`src/rtl/piso_serializer_if.sv`:
```
// Word-in / bit-out bus between a word producer and the serializer.
interface piso_serializer_if #(
  parameter int unsigned WIDTH = 8
);
  logic [WIDTH-1:0] din;
  logic             din_valid;
  logic             din_ready;
  logic             sout;
  logic             sout_valid;
  logic             last;
  logic             busy;

  modport master (
    output din, din_valid,
    input  din_ready, sout, sout_valid, last, busy
  );

  modport slave (
    input  din, din_valid,
    output din_ready, sout, sout_valid, last, busy
  );
endinterface

```
`src/rtl/piso_serializer.sv`:
```
// Parallel-in serial-out serializer with a one-word holding register so
// back-to-back words stream out with no idle bit between them.
module piso_serializer #(
  parameter int unsigned WIDTH      = 8,
  parameter bit          MSB_FIRST  = 1'b0,
  parameter bit          IDLE_LEVEL = 1'b0
) (
  input  logic                  clk,
  input  logic                  reset,
  piso_serializer_if.slave      bus
);

  localparam int unsigned CNT_W = (WIDTH > 1) ? $clog2(WIDTH) : 1;
  localparam logic [CNT_W-1:0] CNT_LAST = CNT_W'(WIDTH - 1);

  typedef enum logic {
    IDLE  = 1'b0,
    SHIFT = 1'b1
  } state_e;

  state_e           state_q, state_d;
  logic [CNT_W-1:0] cnt_q, cnt_d;
  logic [WIDTH-1:0] sh_q, sh_d;
  logic [WIDTH-1:0] hold_q, hold_d;
  logic             hold_full_q, hold_full_d;
  logic             sout_q, sout_d;
  logic             sout_valid_q, sout_valid_d;
  logic             last_q, last_d;
  logic             busy_q, busy_d;
  logic             din_ready_q, din_ready_d;

  logic             accept;
  logic             shifter_free;

  // State and output registers; reset discards any word in flight or held.
  always_ff @(posedge clk or posedge reset) begin
    if (reset) begin
      state_q      <= IDLE;
      cnt_q        <= '0;
      sh_q         <= '0;
      hold_q       <= '0;
      hold_full_q  <= 1'b0;
      sout_q       <= IDLE_LEVEL;
      sout_valid_q <= 1'b0;
      last_q       <= 1'b0;
      busy_q       <= 1'b0;
      din_ready_q  <= 1'b1;
    end else begin
      state_q      <= state_d;
      cnt_q        <= cnt_d;
      sh_q         <= sh_d;
      hold_q       <= hold_d;
      hold_full_q  <= hold_full_d;
      sout_q       <= sout_d;
      sout_valid_q <= sout_valid_d;
      last_q       <= last_d;
      busy_q       <= busy_d;
      din_ready_q  <= din_ready_d;
    end
  end

  // Load priority: drain hold, else bypass into the shifter, else fill hold,
  // else retire or keep shifting; outputs are precomputed from next state.
  always_comb begin
    state_d     = state_q;
    cnt_d       = cnt_q;
    sh_d        = sh_q;
    hold_d      = hold_q;
    hold_full_d = hold_full_q;

    accept       = bus.din_valid && din_ready_q;
    shifter_free = (state_q == IDLE) || (cnt_q == CNT_LAST);

    if (shifter_free && hold_full_q) begin
      sh_d        = hold_q;
      cnt_d       = '0;
      state_d     = SHIFT;
      hold_full_d = 1'b0;
    end else if (shifter_free && accept) begin
      sh_d    = bus.din;
      cnt_d   = '0;
      state_d = SHIFT;
    end else if (accept) begin
      hold_d      = bus.din;
      hold_full_d = 1'b1;
      if (state_q == SHIFT) begin
        cnt_d = cnt_q + CNT_W'(1);
        sh_d  = MSB_FIRST ? {sh_q[WIDTH-2:0], 1'b0} : {1'b0, sh_q[WIDTH-1:1]};
      end
    end else if (shifter_free) begin
      state_d = IDLE;
    end else begin
      cnt_d = cnt_q + CNT_W'(1);
      sh_d  = MSB_FIRST ? {sh_q[WIDTH-2:0], 1'b0} : {1'b0, sh_q[WIDTH-1:1]};
    end

    sout_valid_d = (state_d == SHIFT);
    last_d       = (state_d == SHIFT) && (cnt_d == CNT_LAST);
    busy_d       = (state_d == SHIFT) || hold_full_d;
    din_ready_d  = !hold_full_d;
    if (state_d == SHIFT) begin
      sout_d = MSB_FIRST ? sh_d[WIDTH-1] : sh_d[0];
    end else begin
      sout_d = IDLE_LEVEL;
    end
  end

  assign bus.din_ready  = din_ready_q;
  assign bus.sout       = sout_q;
  assign bus.sout_valid = sout_valid_q;
  assign bus.last       = last_q;
  assign bus.busy       = busy_q;

endmodule
```
`src/flat_wrapper.sv`:
```
// flat-port wrapper written by rule: the top's interface ports become plain ports
module piso_serializer_flat 
#(
  parameter int unsigned WIDTH      = 8,
  parameter bit          MSB_FIRST  = 1'b0,
  parameter bit          IDLE_LEVEL = 1'b0
)
  (clk, reset, bus_din, bus_din_valid, bus_din_ready, bus_sout, bus_sout_valid, bus_last, bus_busy);
  piso_serializer_if #(.WIDTH(WIDTH)) bus_i ();
  input  logic clk;
  input  logic reset;
  input wire logic [$bits(bus_i.din)-1:0] bus_din;
  input wire logic [$bits(bus_i.din_valid)-1:0] bus_din_valid;
  output wire logic [$bits(bus_i.din_ready)-1:0] bus_din_ready;
  output wire logic [$bits(bus_i.sout)-1:0] bus_sout;
  output wire logic [$bits(bus_i.sout_valid)-1:0] bus_sout_valid;
  output wire logic [$bits(bus_i.last)-1:0] bus_last;
  output wire logic [$bits(bus_i.busy)-1:0] bus_busy;
  assign bus_i.din = bus_din;
  assign bus_i.din_valid = bus_din_valid;
  assign bus_din_ready = bus_i.din_ready;
  assign bus_sout = bus_i.sout;
  assign bus_sout_valid = bus_i.sout_valid;
  assign bus_last = bus_i.last;
  assign bus_busy = bus_i.busy;
  piso_serializer #(.WIDTH(WIDTH), .MSB_FIRST(MSB_FIRST), .IDLE_LEVEL(IDLE_LEVEL)) u_core (.clk(clk), .reset(reset), .bus(bus_i));
endmodule
```
`config.mk`:
```
export PLATFORM = sky130hd
export DESIGN_NAME = piso_serializer_flat
export DESIGN_NICKNAME = d
export VERILOG_FILES = /design/src/rtl/piso_serializer_if.sv /design/src/rtl/piso_serializer.sv /design/src/flat_wrapper.sv
export SDC_FILE = /design/constraint.sdc
export NUM_CORES = 1
export LEC_CHECK = 0
export CAP_MARGIN = 30
export CELL_PAD_IN_SITES_DETAIL_PLACEMENT = 1
export CELL_PAD_IN_SITES_GLOBAL_PLACEMENT = 1
export CORE_UTILIZATION = 47
export CTS_BUF_LIST = sky130_fd_sc_hd__clkbuf_8 sky130_fd_sc_hd__clkbuf_16
export CTS_CLUSTER_SIZE = 20
export DETAILED_ROUTE_END_ITERATION = 16
export DONT_BUFFER_PORTS = 1
export GPL_TIMING_DRIVEN = 0
export PLACE_DENSITY = 0.79
export SYNTH_ARGS = -nofsm -noshare
export SYNTH_HDL_FRONTEND = slang
export SYNTH_SLANG_ARGS = --single-unit
export TNS_END_PERCENT = 5
```
`constraint.sdc`:
```
create_clock -name clk -period 2.01 [get_ports clk]
set_clock_uncertainty 0.15 [all_clocks]
set_input_delay 0.603 -clock clk [delete_from_list [all_inputs] [get_ports clk]]
set_output_delay 0.603 -clock clk [all_outputs]
set_load 0.05 [all_outputs]
```
# [Word-level counts from Yosys, hierarchy flattened]
# Index checks and enable logic that the tools add are counted.
[totals] reg_bits=25 inputBits=11 output_inout_bits=5 word_cells=45
[op_classes] n_addsub=1 eq_ne=4 mux=18 bitwise=3 n_reduce_logical=9
[op_table] operator="8-bit two-way mux" count=5
[op_table] operator="3-bit two-way mux" count=5
[op_table] operator="1-bit two-way mux" count=8
[op_table] operator="4-bit by 3-bit != test with 1-bit output (second input constant)" count=2
[op_table] operator="3-bit == test (second input constant)" count=2
[op_table] operator="1-bit logical AND" count=4
[op_table] operator="3-bit by 1-bit adder with 3-bit output (second input constant)" count=1
[op_table] operator="1-bit NOT" count=3
[op_table] operator="3-bit AND reduction" count=1
[op_table] operator="1-bit logical OR" count=2
[op_table] operator="2-bit AND reduction" count=1
[op_table] operator="1-bit logical NOT" count=1

# [Depth between registers and ports, before layout]
# Gate-level depths: netlist (run 1).
[logic_depth] depth_word=8 mapped_depth=6 depth_no_buf=5

# [Worst setup path after synthesis (run 1)]
# Ideal clock, no wire load.
[synth_timing] path_type="register to register" startpoint="reg u_core.cnt_q[0]" endpoint="reg u_core.sh_q[4]" setup_time_ps=130 arrival_ps=1364 required_ps=1730 path_slack_ps=366 stages_incl_launch_ff=7 n_path_buf=1 period_less_slack_ps=1644 cell_sequence="dfrtp_1 ha_1 ha_1 or2b_4 buf_2 o21ai_0 o21ai_0"
[synth_via] elab_chain_len=5 word_cells_on_any_way=9 cone_classes="3 x eq/ne; 2 x mux; 4 x reduce/logical"
[synth_lines] item="start: declaration" line_no="piso_serializer.sv:22" rtl="logic [CNT_W-1:0] cnt_q, cnt_d;"
[synth_lines] item="start signal: assignment" line_no="piso_serializer.sv:50" rtl="cnt_q <= cnt_d;"
[synth_lines] item="3-bit == test *" line_no="piso_serializer.sv:72" rtl="shifter_free = (state_q == IDLE) || (cnt_q == CNT_LAST);"
[synth_lines] item="1-bit logical OR *" line_no="piso_serializer.sv:72"
[synth_lines] item="1-bit logical AND (on tied branches)" line_no="piso_serializer.sv:79, piso_serializer.sv:74"
[synth_lines] item="4-bit by 3-bit != test with 1-bit output (no source line) or 8-bit two-way mux (tied branches)"
[synth_lines] item="2-bit AND reduction (no source line) or 8-bit two-way mux (tied branches)"
[synth_lines] item="end signal: assignment" line_no="piso_serializer.sv:40" rtl="sh_q <= '0;"
[synth_lines] item="end signal: assignment" line_no="piso_serializer.sv:51" rtl="sh_q <= sh_d;"
[synth_lines] item="end: declaration" line_no="piso_serializer.sv:23" rtl="logic [WIDTH-1:0] sh_q, sh_d;"
# Mark *: on every way between the ends. The rest lies on a longest branch, timed or not.
# A chain may end at the register's enable or synchronous reset.

# [Worst setup path in the final report (run 1)]
[layout_timing] startpoint="reg u_core.cnt_q[0]" endpoint="reg u_core.sh_q[3]"
# The elaborated chain is that of the path after synthesis.

==> results of run 1 <==
[placed cells by master, fill, tap and decap left out, types with 2 or more instances in the layout]
cell	count
o21ai_0	12
nand3_1	4
and3_1	6
clkbuf_8	4
dfrtp_1	23
ha_1	2
a211oi_1	5
nand2_1	14
a21oi_1	4
mux2_2	8
buf_4	4
inv_1	2
[state kept, by name, indices dropped and copies added, names as in the netlist]
| name | count |
|---|---|
| u_core.bus.busy | 1 |
| u_core.bus.din_ready | 1 |
| u_core.bus.last | 1 |
| u_core.bus.sout | 1 |
| u_core.cnt_q | 3 |
| u_core.hold_full_q | 1 |
| u_core.hold_q | 8 |
| u_core.sh_q | 7 |
| u_core.state_q | 1 |
[cells by family after synthesis]
group | count (synthesis)
muxes | 9
adders and majority gates | 2
and+or+nand+nor | 31
DFF | 24
buffers and inverters | 8
AOI/OAI and AO/OA | 24
[layer usage]
metal,up-vias,GRT usage,wire (µm)
met1,392,0.309,1050
met2,15,0.351,1150
met4,0,0.0714,9
met5,-,0,0
met3,2,0.0340,69
li1,357,-,-
[how the worst max path moves through the flow]
stage	start	endpoint	cells after the start
after floorplan	u_core.cnt_q[0]	u_core.sh_q[4]	6
after global placement	u_core.cnt_q[0]	u_core.sh_q[4]	6
after detailed placement	u_core.cnt_q[0]	u_core.hold_q[1]	5
after CTS	u_core.cnt_q[0]	u_core.hold_q[1]	5
after global routing	u_core.cnt_q[0]	u_core.cnt_q[0]	6
final	u_core.cnt_q[0]	u_core.sh_q[3]	6
[power by group through the flow]
stage	clock (mW)	sequential, mW	combinational, mW
detailed placement	0	0.935	0.738
global placement	0	0.920	0.691
finish	0.326	0.925	0.729
CTS	0.329	0.926	0.740
global route	0.354	0.947	0.834
floorplan	0	0.897	0.570
[critical path: cells and delay by family, from the launching register on]
kind	cells	cell delay (ns)
compound gates	2	0.18
fa+ha+maj	2	0.45
buf+inv	1	0.18
flops	1	0.42
simple gates	1	0.30
[area by class of cell]
cell class	count	area share
buffer	5	0.0298
clock buffer	4	0.0468
inverter	3	0.00956
multi-input combinational	66	0.373
sequential	24	0.511
tap	28	0.0298
==> out/metrics.cfg, run 1 <==
[sta]
tns_ns=0
finalCritPeriodShare=0.902
rsz0062_at_grt=no
fin_worst_hold_slack_ns=0.269
setup-violations-final=0
layout_setup_ws_ns=0.198
worst_pin_slew_ns=0.914
fmax_mhz=552
slew_viol_final=0
slew_headroom=0.390
min_period_ns=1.81
hold_viol=0

[synthesis]
syn_area_um2=1090
ys_types=25
yosys_warnings=0
ys_seq_area_frac=0.554
synthFlopType=dfrtp_1
yosys.area.top_type_share=0.529
synthCells=98
yosys.area_share.simple=0.160
synth_most_common_cell=dfrtp_1
yosys.area.top_type=dfrtp_1
synth_top_family_by_area=simple AND/OR/NAND/NOR gates
synth_edf_count=0
ys_seq_elements=24
synth_compound_area_frac=0.129
syn_nets=111
yosys.area_share.adder=0.0230
synth_top_cells_by_area=dfrtp_1, mux2_2, o21ai_0
synth_xor_area_frac=0
ys_async_sr_fraction=1.00
synth_common_cells=dfrtp_1, nand2_1, o21ai_0
synth_mux_area_frac=0.0921
synth_area_per_cell_um2=11.1

[clocking]
insertion_delay_ns=0.26
ctsHtreeMaxLevel=1
clockBufferDepth=2
clock_sinks=24
hold_buffers=0
cts_setup_buffers=0
cts_resized=0
cts_tree=yes
cts_buffers=3
path_clk_slew_ns=0.09
cts_root_buf=clkbuf_8

[drt]
drt_drc_violations_left=0
firstDrtPassIters=4
num_vias=766
routed_wl_um=2290
viasPerCell=5.89
wl_per_cell_um=17.6
ant_nets=0
drtIter0Drc=9

[critical_path]
startpoint_type=register
cp_slowest_cell=dfrtp_1
critPathRequiredTime_ns=2.00
cp_cell_sequence=ha_1 > ha_1 > or2b_4 > buf_2 > o21ai_0 > o21ai_0
reg2reg_slack_ns=0.20
crit-reg2reg-launch=u_core.cnt_q[0]
r2r_cells=6
crit_type=reg -> reg
endpoint_kind=register
path_max_fanout=10
rr_endpoint=u_core.sh_q[3]
slowest_delay_ns=0.42
arrival_ns=1.80

[power_and_ir_drop]
peakVddDrop_uv=844
p_total_mw=1.98
switching_share=0.402
p_int_mw=1.19
p_sw_mw=0.795
comb_power_share=0.368
seqPwrFrac=0.467
total_leakage_power_nw=0.539
clkPwrFrac=0.164
powerDensity_nw_per_um2=1680

[global_route]
grt_max_degree=25
grt_pass1_wl_um=4080
grt-ovfl-total=0
grt_usage=0.222
grt_pass1_vias=824
antenna_found_initial=0

[final_layout]
nFillCells=251
multi_input_area_um2=439
n_antenna_cell=0
ff_latch_area_um2=602
final_util=0.537
finalNonFillerCells=130
design_area_um2=1180
syn2layout_area_growth_pct=8.29
final_nets=116
drive_gt1_frac=0.216

[place]
numPortBuffers=0
dp_hpwl_um=1640
pre_cts_slack_ns=0.203
gp_congestion=0.763
place_area_um2=1120
dpl.cell_count=126

[floorplanning]
initial_core_util=0.496
core_region_area_um2=2190
die-area_um2=2510
std_cell_rows=17
die_h_um=50.1
io_pins=16
die_x_um=50.1

[worst_hold_path]
hold_path_class=in -> async

[run_status]
status=finished clean

[run]
maxCapViolations=0

Note: power is estimated with default switching activity, not from simulation.
==> run 2: changes to the inputs <==
--- a/config.mk
+++ b/config.mk
@@ -5,16 +5,18 @@
 export SDC_FILE = /design/constraint.sdc
 export NUM_CORES = 1
 export LEC_CHECK = 0
+export ABC_AREA = 1
 export CAP_MARGIN = 30
 export CELL_PAD_IN_SITES_DETAIL_PLACEMENT = 1
 export CELL_PAD_IN_SITES_GLOBAL_PLACEMENT = 1
-export CORE_UTILIZATION = 47
+export CORE_MARGIN = 4
+export CORE_UTILIZATION = 45
 export CTS_BUF_LIST = sky130_fd_sc_hd__clkbuf_8 sky130_fd_sc_hd__clkbuf_16
 export CTS_CLUSTER_SIZE = 20
 export DETAILED_ROUTE_END_ITERATION = 16
 export DONT_BUFFER_PORTS = 1
 export GPL_TIMING_DRIVEN = 0
-export PLACE_DENSITY = 0.79
+export PLACE_DENSITY = 0.8
 export SYNTH_ARGS = -nofsm -noshare
 export SYNTH_HDL_FRONTEND = slang
 export SYNTH_SLANG_ARGS = --single-unit
==> run 2 against run 1 <==
  * Global-route usage is 5.5 points lower
  * Sequential share of layout area down 2.1 points
  * Design area increased by 8.7%
  * Worst hold slack better by 0.020 ns
  * Critical endpoint is now u_core.sh_q[4]
  * Largest cell class unchanged
==> out/metrics.cfg, run 2 <==
[critical_path]
startpoint_type=register
crit_top_cell=ha_1
r2r_cells=9  ; +3
rr_endpoint=u_core.sh_q[4]
reg2reg_slack_ns=0.16  ; -0.04 ns
path_max_fanout=10  ; unchanged
crit-reg2reg-launch=u_core.cnt_q[0]
critPathRequiredTime_ns=2.01  ; about the same
cp_slowest_cell=dfrtp_1
endpoint_kind=register
cp_cell_sequence=ha_1 > ha_1 > inv_1 > nand2_4 > inv_4 > nor2_2 > buf_6 > nand2_1 > nand4_1
arrival_ns=1.85  ; +0.05 ns
slowest_delay_ns=0.43  ; about the same
crit_type=reg -> reg
crit_family=flip-flops
critical_path_buf_inv_count=3  ; +2

[sta]
fin_worst_hold_slack_ns=0.289  ; +0.0199 ns
fmax_mhz=541  ; -2.0%
finalCritPeriodShare=0.920  ; +0.0187
min_period_ns=1.85  ; +0.0375 ns
hold_viol=0  ; unchanged
slew_viol_final=0  ; unchanged
tns_ns=0  ; unchanged
rsz0062_at_grt=no
worst_pin_slew_ns=0.960  ; +0.0457 ns
slew_headroom=0.360  ; -0.0305
setup-violations-final=0  ; unchanged

[synthesis]
synthCells=147  ; +50%
synthFlopType=dfrtp_1
syn_area_um2=1200  ; +10%
synth_common_cells=nand2_1, dfrtp_1, inv_1
syn_nets=160  ; +44%
ys_seq_elements=25  ; +4.2%
ys_async_sr_fraction=1.00  ; unchanged
synth_top_cells_by_area=dfrtp_1, nand2_1, inv_1
synth_edf_count=0  ; unchanged
yosys.area.top_type_share=0.502  ; -0.0273
yosys.area.top_type=dfrtp_1
ys_seq_area_frac=0.524  ; -0.0295
yosys_warnings=0  ; unchanged
synth_area_per_cell_um2=8.14  ; -27%
synth_most_common_cell=nand2_1
ys_types=20  ; -20%

[power_and_ir_drop]
peakVddDrop_uv=694  ; -18%
total_leakage_power_nw=0.680  ; +26%
powerDensity_nw_per_um2=1550  ; -7.9%

[floorplanning]
die-area_um2=3550  ; +41%
core_region_area_um2=2500  ; +14%
initial_core_util=0.478  ; -0.0178
io_pins=16  ; unchanged
die_x_um=59.6  ; +19%
std_cell_rows=18  ; +1
die_h_um=59.6  ; +19%

[clocking]
ctsHtreeMaxLevel=1  ; unchanged
path_clk_slew_ns=0.09  ; about the same
clockBufferDepth=2  ; unchanged
insertion_delay_ns=0.26  ; about the same
cts_buffers=3  ; unchanged
cts_tree=yes
hold_buffers=0  ; unchanged
clock_sinks=25  ; +4.2%
cts_root_buf=clkbuf_8
cts_setup_buffers=0  ; unchanged
cts_resized=0  ; unchanged

[drt]
num_vias=934  ; +22%
drtIter0Drc=21  ; +12
drt_drc_violations_left=0  ; unchanged
ant_nets=0  ; unchanged
routed_wl_um=2600  ; +14%
firstDrtPassIters=4  ; unchanged
wl_per_cell_um=14.4  ; -18%
viasPerCell=5.16  ; -12%

[final_layout]
drive_gt1_frac=0.119  ; -0.0965
top_regs=u_core.hold_q: 8 flops, u_core.sh_q: 8 flops, u_core.cnt_q: 3 flops
finalNonFillerCells=181  ; +39%
n_antenna_cell=0  ; unchanged
final_nets=165  ; +42%
syn2layout_area_growth_pct=7.01
final_util=0.512  ; -0.0254
final_common_cell=nand2_1
layout_common_cells=nand2_1, dfrtp_1, inv_1

[worst_hold_path]
hold_path_class=in -> async

[global_route]
grt_pass1_wl_um=4460  ; +9.3%
grt_pass1_vias=1008  ; +22%
grt_max_degree=26  ; +4.0%
grt_usage=0.167  ; -0.0550
antenna_found_initial=0  ; unchanged
grt-ovfl-total=0  ; unchanged

[run]
maxCapViolations=0  ; unchanged

[run_status]
status=finished clean

[place]
numPortBuffers=0  ; unchanged
gp_congestion=0.723  ; -5.3%
dpl.cell_count=177  ; +40%
dp_hpwl_um=1910  ; +16%

run 2: cell count changes in the layout (fill, tap and decap cells not counted), moves of 6 or more:
cell / previous run / this run
nand2_1: 14 / 65
inv_1: 2 / 19
o21ai_0: 12 / 3
mux2_2: 8 / 0
nand4_1: 0 / 7
and3_1: 6 / 0
run 2: worst max-delay path by stage:
stage | from | to | slack, ns | cells past startpoint
6_report | u_core.cnt_q[0] | u_core.sh_q[4] | 0.16 | 9
5_1_grt | u_core.cnt_q[0] | u_core.sh_q[5] | 0.04 | 8
4_1_cts | u_core.cnt_q[0] | u_core.sh_q[6] | 0.15 | 9
3_5_place_dp | u_core.cnt_q[0] | u_core.sh_q[4] | 0.15 | 9
3_3_place_gp | u_core.cnt_q[0] | u_core.sh_q[6] | 0.18 | 9
2_1_floorplan | u_core.cnt_q[0] | u_core.sh_q[1] | 0.35 | 9
run 2: final cells by class:
class                      count  area [µm²]
clock inverter                 1        5.00
inverter                      21        81.3
fill                         303        1220
sequential                    25         627
buffer                         1        11.3
multi-input combinational    100         477
tap                           30        37.5
clock buffer                   3        41.3
run 2: layer usage:
layer / up-vias / wire, µm / global-route usage
met5: - / 0 / 0
met4: 0 / 18 / 0.0475
met3: 2 / 66 / 0.0283
met2: 8 / 1350 / 0.295
met1: 464 / 1160 / 0.209
li1: 460 / - / -
run 2: logic make-up after synthesis:
| kind of cell | Yosys count | synth area share |
|---|---|---|
| adders and majority gates | 2 | 0.0209 |
| AOI/OAI and AO/OA | 8 | 0.0335 |
| and+or+nand+nor | 90 | 0.344 |
| buffers and inverters | 22 | 0.0774 |
| DFF | 25 | 0.524 |
run 2: power by group:
part	total (mW)	internal (mW)	leakage, nW	switching [mW]
sequential	0.926	0.705	0.310	0.221
combinational	0.757	0.257	0.345	0.501
clock	0.299	0.138	0.0255	0.161
run 2: stage by stage:
step           power, mW  worst slack [ns]  area (µm²)
2_1_floorplan       1.51             0.348        1200
3_3_place_gp        1.64             0.176        1230
3_5_place_dp        1.71             0.154        1230
4_1_cts             2.00             0.148        1280
5_1_grt             2.16            0.0445        1280
6_report            1.98             0.160        1280
==> patch: new RTL, flow settings as in run 1 <==
Make the reset (`reset`) synchronous in one clocked block.
--- a/src/rtl/piso_serializer.sv
+++ b/src/rtl/piso_serializer.sv
@@ -33,7 +33,7 @@
   logic             shifter_free;
 
   // State and output registers; reset discards any word in flight or held.
-  always_ff @(posedge clk or posedge reset) begin
+  always_ff @(posedge clk) begin
     if (reset) begin
       state_q      <= IDLE;
       cnt_q        <= '0;
Function: differs if reset is asserted again (counterexample within 4 cycles, from zero or initial values and one cycle with reset high); with reset held inactive, the same outputs for 10 cycles.
==> patch against run 1 <==
Design area is 2.6% lower. Area after synthesis is 3.1% lower. Routed wire length is 11% higher. Setup slack got worse by 0.096 ns. Highest routed layer unchanged. Fmax down 5.0%. Sequential cell count unchanged. Sequential share of layout area down 9.1 points. Synthesized cell count is 19% higher. Count of clock-buffer cells in the layout is 1 lower. Via count rose by 14%.
Power is not compared: it rests on default switching activity, and its combinational part moved more than twofold at a synthesized area within 25%.
==> patch: results (changes against run 1) <==
DRT iter0 DRCs=19 (+10); Compound-Gate Fraction of Synth Area=0.258 (+0.129); asr flop ratio synth=0 (-1.00); met1 WL=1.16 mm (+10%); reg2reg setup slack=0.10 ns (-0.10 ns); adder-cell share of the synthesized area=0.0238 (+0.000738); met2 Use GR=0.404 (+0.0530); # resized after CTS=1 (+1); GR met1 Demand/Resource=0.274 (-0.0344); synth warn=0 (unchanged); Seq/Total Area, Yosys=0.456 (-0.0975); WHS=0.270 ns (+0.00179 ns); global-route wire length before repair=4.14 mm (+1.4%); synth top area cells=dfxtp_1 (46%), a21oi_1 (6.7%), nand2_1 (6.4%), a311oi_1 (5.0%), nor3b_1 (4.3%); FF-to-FF End=u_core.sh_q[6]; crit path max fanout=9 (-1); met3 wire length=47 µm (-32%); Avg Vias per Cell=5.89 (-0.12%); Worst-Margin Slew=0.663 ns (-0.251 ns); worst hold path class=primary input to flop; Setup WS pre-CTS=-0.114 ns (-0.316 ns); GRT Total Usage=0.229 (+0.00728); Post-DP HPWL=1.81 mm (+10%); layout cells sized above 1=0.124 (-0.0917); Core Util, Final=0.562 (+0.0245); mux cell area share after synthesis=0 (-0.0921); most frequent cells after synthesis=dfxtp_1 (24), nand2_1 (18), a21oi_1 (14); Placer Congestion=0.721 (-5.5%); input/output buffers=0 (unchanged); Critical Path Stages=7 (+1); largest net degree at the start of global routing=13 (-48%); Critical Path Slowest Stage Cell=dfxtp_1; max incr delay on CP=0.34 ns (-0.08 ns); placed cell area=1090 µm² (-3.1%); family with the most delay on the worst path=compound AO/OA/AOI/OAI gates; initial antenna violation count=0 (unchanged); Critical R2R Launch=u_core.cnt_q[0]; Power Internal=between 0.6 and 0.7 mW; Mapped Avg Cell Area=9.00 µm² (-19%); Final Critical Period=1.91 ns (+0.0961 ns); status=complete, no violations; dpl cells=144 (+14%); Yosys cell types=30 (+20%); metal2 WL=1.30 mm (+12%); Non-Filler Instances=148 (+14%); Filler cells=248 (-1.2%); grt met3 use=0.0374 (+0.00343); Syn Nets=130 (+17%); DR WL/cell=17.1 µm (-2.5%); vias in the first global route=887 (+7.6%)
[patch: changes by cell type in the layout (fill, tap and decap cells not counted), moves of 5 or more]
| cell | before | now |
|---|---|---|
| o21ai_0 | 12 | 3 |
| a311oi_1 | 0 | 5 |
| inv_1 | 2 | 10 |
| dfxtp_1 | 0 | 23 |
| nor3b_1 | 0 | 6 |
| a211oi_1 | 5 | 0 |
| and3_1 | 6 | 0 |
| a21oi_1 | 4 | 13 |
| dfrtp_1 | 23 | 0 |
| mux2_2 | 8 | 0 |
[patch: power groups by stage]
stage                     clock network (mW)  registers, mW  logic [mW]
final                                  0.280          0.545       0.124
after global routing                   0.297          0.549       0.137
after global placement                     0          0.555       0.115
after floorplan                            0          0.551      0.0920
after CTS                              0.285          0.545       0.120
after detailed placement                   0          0.556       0.120
[patch: cell type report]
class / instances / area share
sequential: 24 / 0.420
multi-input combinational: 75 / 0.439
clock buffer: 3 / 0.0360
timing repair buffer: 1 / 0.00654
buffer: 8 / 0.0360
tap: 27 / 0.0294
inverter: 10 / 0.0327
